[config.mk]
export PLATFORM = sky130hd
export DESIGN_NAME = mem_access_ctrl
export DESIGN_NICKNAME = d
export VERILOG_FILES = /design/src/rtl/mem_access_ctrl_pkg.sv /design/src/rtl/mem_access_ctrl_store_lane_gen.sv /design/src/rtl/mem_access_ctrl.sv
export SDC_FILE = /design/constraint.sdc
export NUM_CORES = 1
export LEC_CHECK = 0
export CORE_ASPECT_RATIO = 1.25
export CORE_MARGIN = 4
export CORE_UTILIZATION = 40
export CTS_CLUSTER_DIAMETER = 30
export DETAILED_ROUTE_END_ITERATION = 10
export DONT_BUFFER_PORTS = 1
export PLACE_DENSITY = 0.51
export SLEW_MARGIN = 0
export SYNTH_ARGS = -nofsm -noshare
export SYNTH_HDL_FRONTEND = slang
export SYNTH_HIERARCHICAL = 1
export SYNTH_SLANG_ARGS = --single-unit
[constraint.sdc]
create_clock -name iCLK -period 9.4 [get_ports iCLK]
set_clock_uncertainty 0.15 [all_clocks]
set_input_delay 1.41 -clock iCLK [delete_from_list [all_inputs] [get_ports iCLK]]
set_output_delay 1.41 -clock iCLK [all_outputs]
set_load 0.05 [all_outputs]
[src/rtl/mem_access_ctrl_pkg.sv]
// Shared definitions for the data-memory access controller and the load
// extractor downstream of it: access-size codes, load-type codes, FSM states.
package mem_access_ctrl_pkg;

  localparam logic [1:0] SIZE_B = 2'b00;
  localparam logic [1:0] SIZE_H = 2'b01;
  localparam logic [1:0] SIZE_W = 2'b10;  // 2'b11 is reserved and handled as a word

  localparam logic [2:0] LOAD_TYPE_LB  = 3'd0;
  localparam logic [2:0] LOAD_TYPE_LBU = 3'd1;
  localparam logic [2:0] LOAD_TYPE_LH  = 3'd2;
  localparam logic [2:0] LOAD_TYPE_LHU = 3'd3;
  localparam logic [2:0] LOAD_TYPE_LW  = 3'd4;

  typedef enum logic [1:0] {
    ST_IDLE   = 2'd0,
    ST_ACCESS = 2'd1,
    ST_RESP   = 2'd2
  } state_e;

  // A store is misaligned when its byte offset is not a multiple of its size.
  function automatic logic store_misaligned(input logic [1:0] size, input logic [1:0] off);
    logic mis;
    case (size)
      SIZE_B:  mis = 1'b0;
      SIZE_H:  mis = off[0];
      default: mis = (off != 2'b00);
    endcase
    return mis;
  endfunction

endpackage

[src/rtl/mem_access_ctrl_store_lane_gen.sv]
// Store lane generator: byte enables and lane-replicated write data for an
// aligned store, derived from the access size and the address byte offset.
module store_lane_gen
  import mem_access_ctrl_pkg::*;
(
  input  logic [1:0]  size_i,
  input  logic [1:0]  offset_i,
  input  logic [31:0] data_i,
  output logic [3:0]  be_o,
  output logic [31:0] data_o
);

  // Replicate the right-justified data into every lane so the enabled lanes
  // always carry the correct bytes regardless of offset.
  always_comb begin
    be_o   = 4'b1111;
    data_o = data_i;
    case (size_i)
      SIZE_B: begin
        be_o   = 4'b0001 << offset_i;
        data_o = {4{data_i[7:0]}};
      end
      SIZE_H: begin
        be_o   = offset_i[1] ? 4'b1100 : 4'b0011;
        data_o = {2{data_i[15:0]}};
      end
      default: begin
        be_o   = 4'b1111;
        data_o = data_i;
      end
    endcase
  end

endmodule

[src/rtl/mem_access_ctrl.sv]
// Data-memory access controller: accepts one load/store at a time from
// EX/MEM, runs a word-aligned bus access with wait states and timeout, and
// hands the raw load word, byte offset and load type to the extractor.
module mem_access_ctrl
  import mem_access_ctrl_pkg::*;
#(
  parameter int TIMEOUT = 16,
  parameter int CNT_W   = $clog2(TIMEOUT + 1)
) (
  input  logic        iCLK,
  input  logic        iRST,
  input  logic        iReq,
  input  logic        iWrite,
  input  logic [31:0] iAddr,
  input  logic [31:0] iWData,
  input  logic [1:0]  iSize,
  input  logic [2:0]  iLoadType,
  output logic        oBusy,
  output logic        oMemReq,
  output logic        oMemWe,
  output logic [31:0] oMemAddr,
  output logic [3:0]  oMemBE,
  output logic [31:0] oMemWData,
  input  logic        iMemAck,
  input  logic [31:0] iMemRData,
  output logic [31:0] oRawData,
  output logic [1:0]  oAlignment,
  output logic [2:0]  oLoadTypeOut,
  output logic        oDone,
  output logic        oStoreExc,
  output logic        oBusErr
);

  state_e             state_q, state_d;
  logic [CNT_W-1:0]   cnt_q, cnt_d;
  logic               exc_q, exc_d;
  logic               berr_q, berr_d;
  logic               accept;
  logic               capture;

  logic               write_q;
  logic [31:0]        addr_q;
  logic [31:0]        wdata_q;
  logic [1:0]         size_q;
  logic [2:0]         ltype_q;

  logic [31:0]        rdata_q;
  logic [1:0]         align_q;
  logic [2:0]         ltout_q;

  logic [3:0]         lane_be;
  logic [31:0]        lane_data;
  logic               in_access;

  store_lane_gen u_lane (
    .size_i   (size_q),
    .offset_i (addr_q[1:0]),
    .data_i   (wdata_q),
    .be_o     (lane_be),
    .data_o   (lane_data)
  );

  // Next-state logic: accept/reject in IDLE, wait for ack or timeout in ACCESS.
  always_comb begin
    state_d = state_q;
    cnt_d   = cnt_q;
    exc_d   = 1'b0;
    berr_d  = 1'b0;
    accept  = 1'b0;
    capture = 1'b0;
    case (state_q)
      ST_IDLE: begin
        if (iReq) begin
          if (iWrite && store_misaligned(iSize, iAddr[1:0])) begin
            exc_d = 1'b1;
          end else begin
            accept  = 1'b1;
            cnt_d   = '0;
            state_d = ST_ACCESS;
          end
        end
      end
      ST_ACCESS: begin
        if (iMemAck) begin
          capture = !write_q;
          state_d = ST_RESP;
        end else if (cnt_q == CNT_W'(TIMEOUT - 1)) begin
          berr_d  = 1'b1;
          state_d = ST_IDLE;
        end else begin
          cnt_d = cnt_q + CNT_W'(1);
        end
      end
      ST_RESP: begin
        state_d = ST_IDLE;
      end
      default: begin
        state_d = ST_IDLE;
      end
    endcase
  end

  // Control state: FSM, wait counter and the one-cycle exception pulses.
  always_ff @(posedge iCLK) begin
    if (iRST) begin
      state_q <= ST_IDLE;
      cnt_q   <= '0;
      exc_q   <= 1'b0;
      berr_q  <= 1'b0;
    end else begin
      state_q <= state_d;
      cnt_q   <= cnt_d;
      exc_q   <= exc_d;
      berr_q  <= berr_d;
    end
  end

  // Latch the accepted request; bus outputs are gated outside ACCESS so these
  // registers need no reset.
  always_ff @(posedge iCLK) begin
    if (accept) begin
      write_q <= iWrite;
      addr_q  <= iAddr;
      wdata_q <= iWData;
      size_q  <= iSize;
      ltype_q <= iLoadType;
    end
  end

  // Load result registers: updated only when a load is acknowledged, held
  // through stores, exceptions and timeouts.
  always_ff @(posedge iCLK) begin
    if (iRST) begin
      rdata_q <= '0;
      align_q <= '0;
      ltout_q <= '0;
    end else if (capture) begin
      rdata_q <= iMemRData;
      align_q <= addr_q[1:0];
      ltout_q <= ltype_q;
    end
  end

  assign in_access    = (state_q == ST_ACCESS);
  assign oBusy        = in_access;
  assign oMemReq      = in_access;
  assign oMemWe       = in_access && write_q;
  assign oMemAddr     = in_access ? {addr_q[31:2], 2'b00} : 32'h0;
  assign oMemBE       = in_access ? (write_q ? lane_be : 4'b1111) : 4'b0000;
  assign oMemWData    = (in_access && write_q) ? lane_data : 32'h0;
  assign oDone        = (state_q == ST_RESP);
  assign oStoreExc    = exc_q;
  assign oBusErr      = berr_q;
  assign oRawData     = rdata_q;
  assign oAlignment   = align_q;
  assign oLoadTypeOut = ltout_q;

endmodule

==> results of run 1 <==
-- area by class of cell --
cell class / instances / area, um2
Antenna cell: 1 / 2.50
Clock buffer: 23 / 520
Clock inverter: 9 / 60.1
Fill cell: 1122 / 6330
Inverter: 8 / 30.0
Multi-Input combinational cell: 263 / 1570
Sequential cell: 116 / 3020
Tap cell: 161 / 201
Timing Repair Buffer: 6 / 45.0
-- metrics by stage --
| stage | cell area [um2] | hold WS (ns) |
|---|---|---|
| 6_report | 5450 | 0.351 |
| 5_1_grt | 5450 | 0.376 |
| 4_1_cts | 5450 | 0.353 |
| 3_5_place_dp | 4870 | 0.345 |
| 3_3_place_gp | 4870 | 0.330 |
| 2_1_floorplan | 4870 | 0.321 |
-- routing by layer --
| layer | global-route usage [%] | up-vias | wire length, um |
|---|---|---|---|
| met4 | 6.18 | 2 | 142 |
| met3 | 7.02 | 13 | 1050 |
| li1 | - | 1445 | - |
| met5 | 0 | - | 13 |
| met1 | 18.8 | 1420 | 4420 |
| met2 | 24.0 | 145 | 5390 |
-- registers in the layout, summed over array words and instances, names as in the netlist --
name          flops
oAlignment        2
write_q           1
wdata_q          32
oRawData         32
state_q           2
oBusErr           1
size_q            2
oStoreExc         1
oLoadTypeOut      3
cnt_q             5
ltype_q           3
addr_q           32
-- cells by family after synthesis --
logic type | synth area share (%)
muxes | 5.35
other | 0.0770
AOI/OAI and AO/OA | 8.20
adders and majority gates | 0.514
buffers and inverters | 5.83
DFF | 62.1
and+or+nand+nor | 17.9
-- worst paths after layout --
kind / endpoint / start / cells past startpoint / slack, ns
worst max-delay path: oMemWData[20] / state_q[1] / 4 / 5.33
worst min-delay path: oLoadTypeOut[1] / ltype_q[1] / 2 / 0.35
worst max register to register: oRawData[22] / state_q[1] / 6 / 6.54
worst min register to register: oLoadTypeOut[1] / ltype_q[1] / 2 / 0.35
-- cells in the final DEF (no fill, tap or decap), drive strengths merged, types with 2 or more instances in the layout --
cell type / n
a211oi: 4
and3: 33
clkbuf: 23
inv: 15
buf: 6
dfxtp: 46
a21oi: 45
edfxtp: 70
nand2: 83
conb: 2
ha: 2
nor2: 8
nor4b: 2
nand2b: 2
clkinv: 2
nor3: 2
nor3b: 4
o21bai: 4
and2: 31
mux2: 16
mux2i: 8
o21ai: 10
-- power by group through the flow --
stage / Sequential [mW] / Combinational, mW / Clock, mW
after floorplan: 0.603 / 0.113 / 0
after global placement: 0.606 / 0.115 / 0
after detailed placement: 0.606 / 0.115 / 0
after CTS: 0.596 / 0.116 / 0.632
after global routing: 0.599 / 0.122 / 0.657
final: 0.596 / 0.114 / 0.615
-- critical path: cells and delay by family, from the launching register on --
kind | cells | cell delay [ns]
buf+inv | 2 | 0.84
flops | 1 | 0.39
simple gates | 2 | 0.84
==> reports/results.ini, run 1 <==
[status]
status = completed

[final_layout]
drive_gt1_share_pct = 15.8
final_core_util_pct = 46.3
final_cells = 587
nets = 520
area_delta_synth_final_pct = 12.0

[timing]
post-route-period-util_pct = 43.3
worst_pin_slew_ns = 1.03
hold_viol_final = 0
rsz0062_at_grt = no
timing.setup.tns_ns = 0
worst_slack_ns = 5.33
setup_viol = 0
max_freq_mhz = 246
slew_violations = 0
final.min_clock_period_ns = 4.07
slew_headroom_pct = 31.3

[clock_network]
cts_hold_buf = 0
clk_latency_ns = 0.40
cts_setup_buffers = 0
path_clk_slew_ns = 0.05
numCtsBuffers = 17
h-tree-depth = 4
root_buffer = clkbuf_16
cts_resized = 0
cts_tree = built
clk_path_buf_depth = 2
clkSinkCount = 116

[setup_path]
cp.arrival_ns = 2.51
cp_slowest_cell = and3_1
cp_cell_sequence = nand2b_4, inv_2, buf_4, and3_1
critPathMaxFanout = 44
critical_path_required_ns = 7.84
startpoint_type = flop
worst-setup-path-type = flop to output port
endpoint_kind = output port
slowest_delay_ns = 0.58

[placement]
place_inst = 554
numPortBuffers = 0
gp_congestion = 0.750
hpwl_um = 7730
pre_cts_slack_ns = 5.74

[synth]
ys_types = 39
yosys.area.top_type = edfxtp_1
synth.most_common_cell = nand2_1
synth_warnings = 6
synth-seq-cells = 116
synth_top_area_share_pct = 43.2
ys_seq_area_share_pct = 62.1
async_flop_share_pct = 0
yosys-top-cells-area = edfxtp_1, dfxtp_1, nand2_1
syn_inst = 425
synth_edf_count = 70
avgSynthCellArea_um2 = 11.5
ys.flop_type = edfxtp_1
synth_area_um2 = 4870
synth_common_cells = nand2_1, edfxtp_1, dfxtp_1, a21oi_1, and3_1

[die]
die_area_um2 = 14000
core_um2 = 11800
die_width_um = 107
io-pin-count = 217
num_rows = 44
initial_core_util_pct = 41.3
die_h_um = 131

[drt]
vias = 3025
drt_iter0_markers = 150
drt.antenna.violating_nets = 0
drc = 0
wl_um = 11000
first_pass_iters = 4
wire_per_inst_um = 18.8
via_per_inst = 5.15

[pwr]
pwr-share-comb_pct = 8.6
p_sw_mw = 0.340
total_power_mw = 1.32
p_leak_nw = 2.03
intPower_mw = 0.985
pwr-share-seq_pct = 45.0
peakVddDrop_mv = 0.0922
power_density_nw_per_um2 = 243
clkPwrFrac_pct = 46.4
switching_share_pct = 25.6

[global_routing]
grt_pass1_vias = 2924
grt_overflow = 0
grt_max_degree = 47
track_usage_pct = 15.5
antenna_found_initial = 2
grt_first_pass_wirelength_um = 16600

[hold_path]
hp-class = flop to flop

[run]
maxCapViolations = 0

Note: power is estimated with default switching activity, not from simulation.
==> run 2, diff against run 1 <==
PLACE_DENSITY = 0.53   (was 0.51)
clock period = 3.73 ns   (was 9.4 ns; I/O delays follow)
==> run 2 against run 1 <==
Design area grew 0.34%. Critical path type unchanged. Sequential cell count unchanged. Critical endpoint is now oMemWData[10]. Die area did not move. Cell count is 0.34% higher. Non-clock buffer count is 3 higher. Register-to-register slack got worse by 5.5 ns. Critical path depth decreased by 1. Largest power group unchanged.
==> reports/results.ini, run 2 (same netlist as run 1, synthesis figures left out) <==
[status]
status = completed

[final_layout]
nets = 523  ; +0.58%
final_cells = 589  ; +0.34%
area_delta_synth_final_pct = 12.4
final_common_cell = nand2_1
final_area_um2 = 5470  ; +0.34%
nFillCells = 1123  ; +0.089%
insertedDiodeCount = 0  ; -1
mostFrequentLayoutCells = nand2_1, edfxtp_1, dfxtp_1
final_core_util_pct = 46.4  ; +0.16 points
drive_gt1_share_pct = 16.6  ; +0.82 points

[clock_network]
clk_path_buf_depth = 2  ; unchanged
h-tree-depth = 4  ; unchanged
clkSinkCount = 116  ; unchanged
cts_setup_buffers = 0  ; unchanged
clk_latency_ns = 0.40  ; about the same
root_buffer = clkbuf_16
cts_hold_buf = 0  ; unchanged
cts_tree = built
path_clk_slew_ns = 0.05  ; about the same
numCtsBuffers = 17  ; unchanged
cts_resized = 0  ; unchanged

[die]
num_rows = 44  ; unchanged
die_h_um = 131  ; unchanged
die_area_um2 = 14000  ; unchanged
io-pin-count = 217  ; unchanged
core_um2 = 11800  ; unchanged
initial_core_util_pct = 41.3  ; unchanged
die_width_um = 107  ; unchanged

[global_routing]
met3_usage_pct = 8.88  ; +1.9 points
grt_use_met2_pct = 25.4  ; +1.4 points
track_usage_pct = 16.1  ; +0.61 points
grt_first_pass_wirelength_um = 17400  ; +4.7%
grt_max_degree = 66  ; +40%
grt_pass1_vias = 3075  ; +5.2%
use_met1_pct = 18.4  ; -0.40 points
antenna_found_initial = 0  ; -2
grt_overflow = 0  ; unchanged
busiest_layer = met2

[setup_path]
worst-setup-path-type = flop to output port
startpoint_type = flop
cp.arrival_ns = 2.42  ; -0.09 ns
endpoint_kind = output port
cp_top_family = flip-flops
critical_path_required_ns = 3.02  ; -4.82 ns
reg2reg_from = state_q[1]
r2r-end = oLoadTypeOut[2]
critPathMaxFanout = 26  ; -41%
slowest_delay_ns = 1.06  ; +0.48 ns
reg2reg_depth = 5  ; -1
cp_slowest_cell = edfxtp_1
reg2reg_slack_ns = 1.07  ; -5.47 ns
path_buf_inv = 0  ; -2
cp_cell_sequence = nor2_4, mux2_2, and3_1

[drt]
via_per_inst = 5.12  ; -0.70%
first_pass_iters = 4  ; unchanged
drc = 0  ; unchanged
wire_per_inst_um = 19.0  ; +1.1%
vias = 3014  ; -0.36%
wl_um = 11200  ; +1.4%
drt_iter0_markers = 157  ; +4.7%
drt.antenna.violating_nets = 0  ; unchanged

[timing]
post-route-period-util_pct = 84.0
worst_pin_slew_ns = 1.10  ; +0.0663 ns
max_freq_mhz = 319
hold_viol_final = 0  ; unchanged
rsz0062_at_grt = no
holdWs_ns = 0.0703  ; -0.281 ns
timing.setup.tns_ns = 0  ; unchanged
setup_viol = 0  ; unchanged
slew_headroom_pct = 26.6  ; -4.6 points
final.min_clock_period_ns = 3.13
slew_violations = 0  ; unchanged

[hold_path]
hp-class = input pin to flop
worstHoldPathCells = 1  ; -1
min_from = iRST
min_to = oRawData[27]

[placement]
numPortBuffers = 0  ; unchanged
hpwl_um = 7870  ; +1.8%
place_inst = 557  ; +0.54%
gp_congestion = 0.707  ; -5.7%
dpl-instance-area_um2 = 4900  ; +0.59%

[pwr]
p_leak_nw = 2.04  ; +0.22%
peakVddDrop_mv = 0.339  ; +270%
power_density_nw_per_um2 = 607  ; +150%

[run]
maxCapViolations = 0  ; unchanged

## run 2: cell count changes in the layout (fill, tap and decap cells not counted), sizes merged
cell | previous run | this run
diode | 1 | 0
clkinv | 2 | 6
clkbuf | 23 | 21
buf | 6 | 9
clkinvlp | 0 | 2
inv | 15 | 11
## run 2: cell type report
cell class / count / area [um2] / area share, %
Timing Repair Buffer: 9 / 67.6 / 1.23
Clock buffer: 21 / 503 / 9.19
Clock inverter: 11 / 70.1 / 1.28
Tap cell: 161 / 201 / 3.68
Sequential cell: 116 / 3020 / 55.2
Multi-Input combinational cell: 263 / 1580 / 28.8
Inverter: 8 / 30.0 / 0.549
## run 2: where the power goes
part | internal [mW] | switching [mW]
clock network | 0.960 | 0.565
registers | 1.44 | 0.0733
logic | 0.0660 | 0.221
total | 2.46 | 0.859
## run 2: per-layer routing
layer  up-vias  part of all wire (%)
met5         -                     0
met4         0                   1.4
met3        13                    12
met2       148                    49
met1      1404                    39
li1       1449                     -
## run 2: worst max path at each step
stage                     startpoint  cells past startpoint            end  slack [ns]
final                      size_q[1]                      3  oMemWData[10]        0.60
after global routing       size_q[1]                      3  oMemWData[11]        0.37
after CTS                  size_q[1]                      3  oMemWData[21]        0.52
after detailed placement   size_q[1]                      3  oMemWData[21]        0.97
after global placement     size_q[1]                      3  oMemWData[21]        0.99
after floorplan             iSize[1]                      3      addr_q[0]        0.64
## run 2: through the flow
step | setup WS [ns] | total power [mW]
floorplan | 0.642 | 1.80
global placement | 0.994 | 1.82
detailed placement | 0.965 | 1.83
CTS | 0.516 | 3.36
global route | 0.370 | 3.46
finish | 0.597 | 3.32
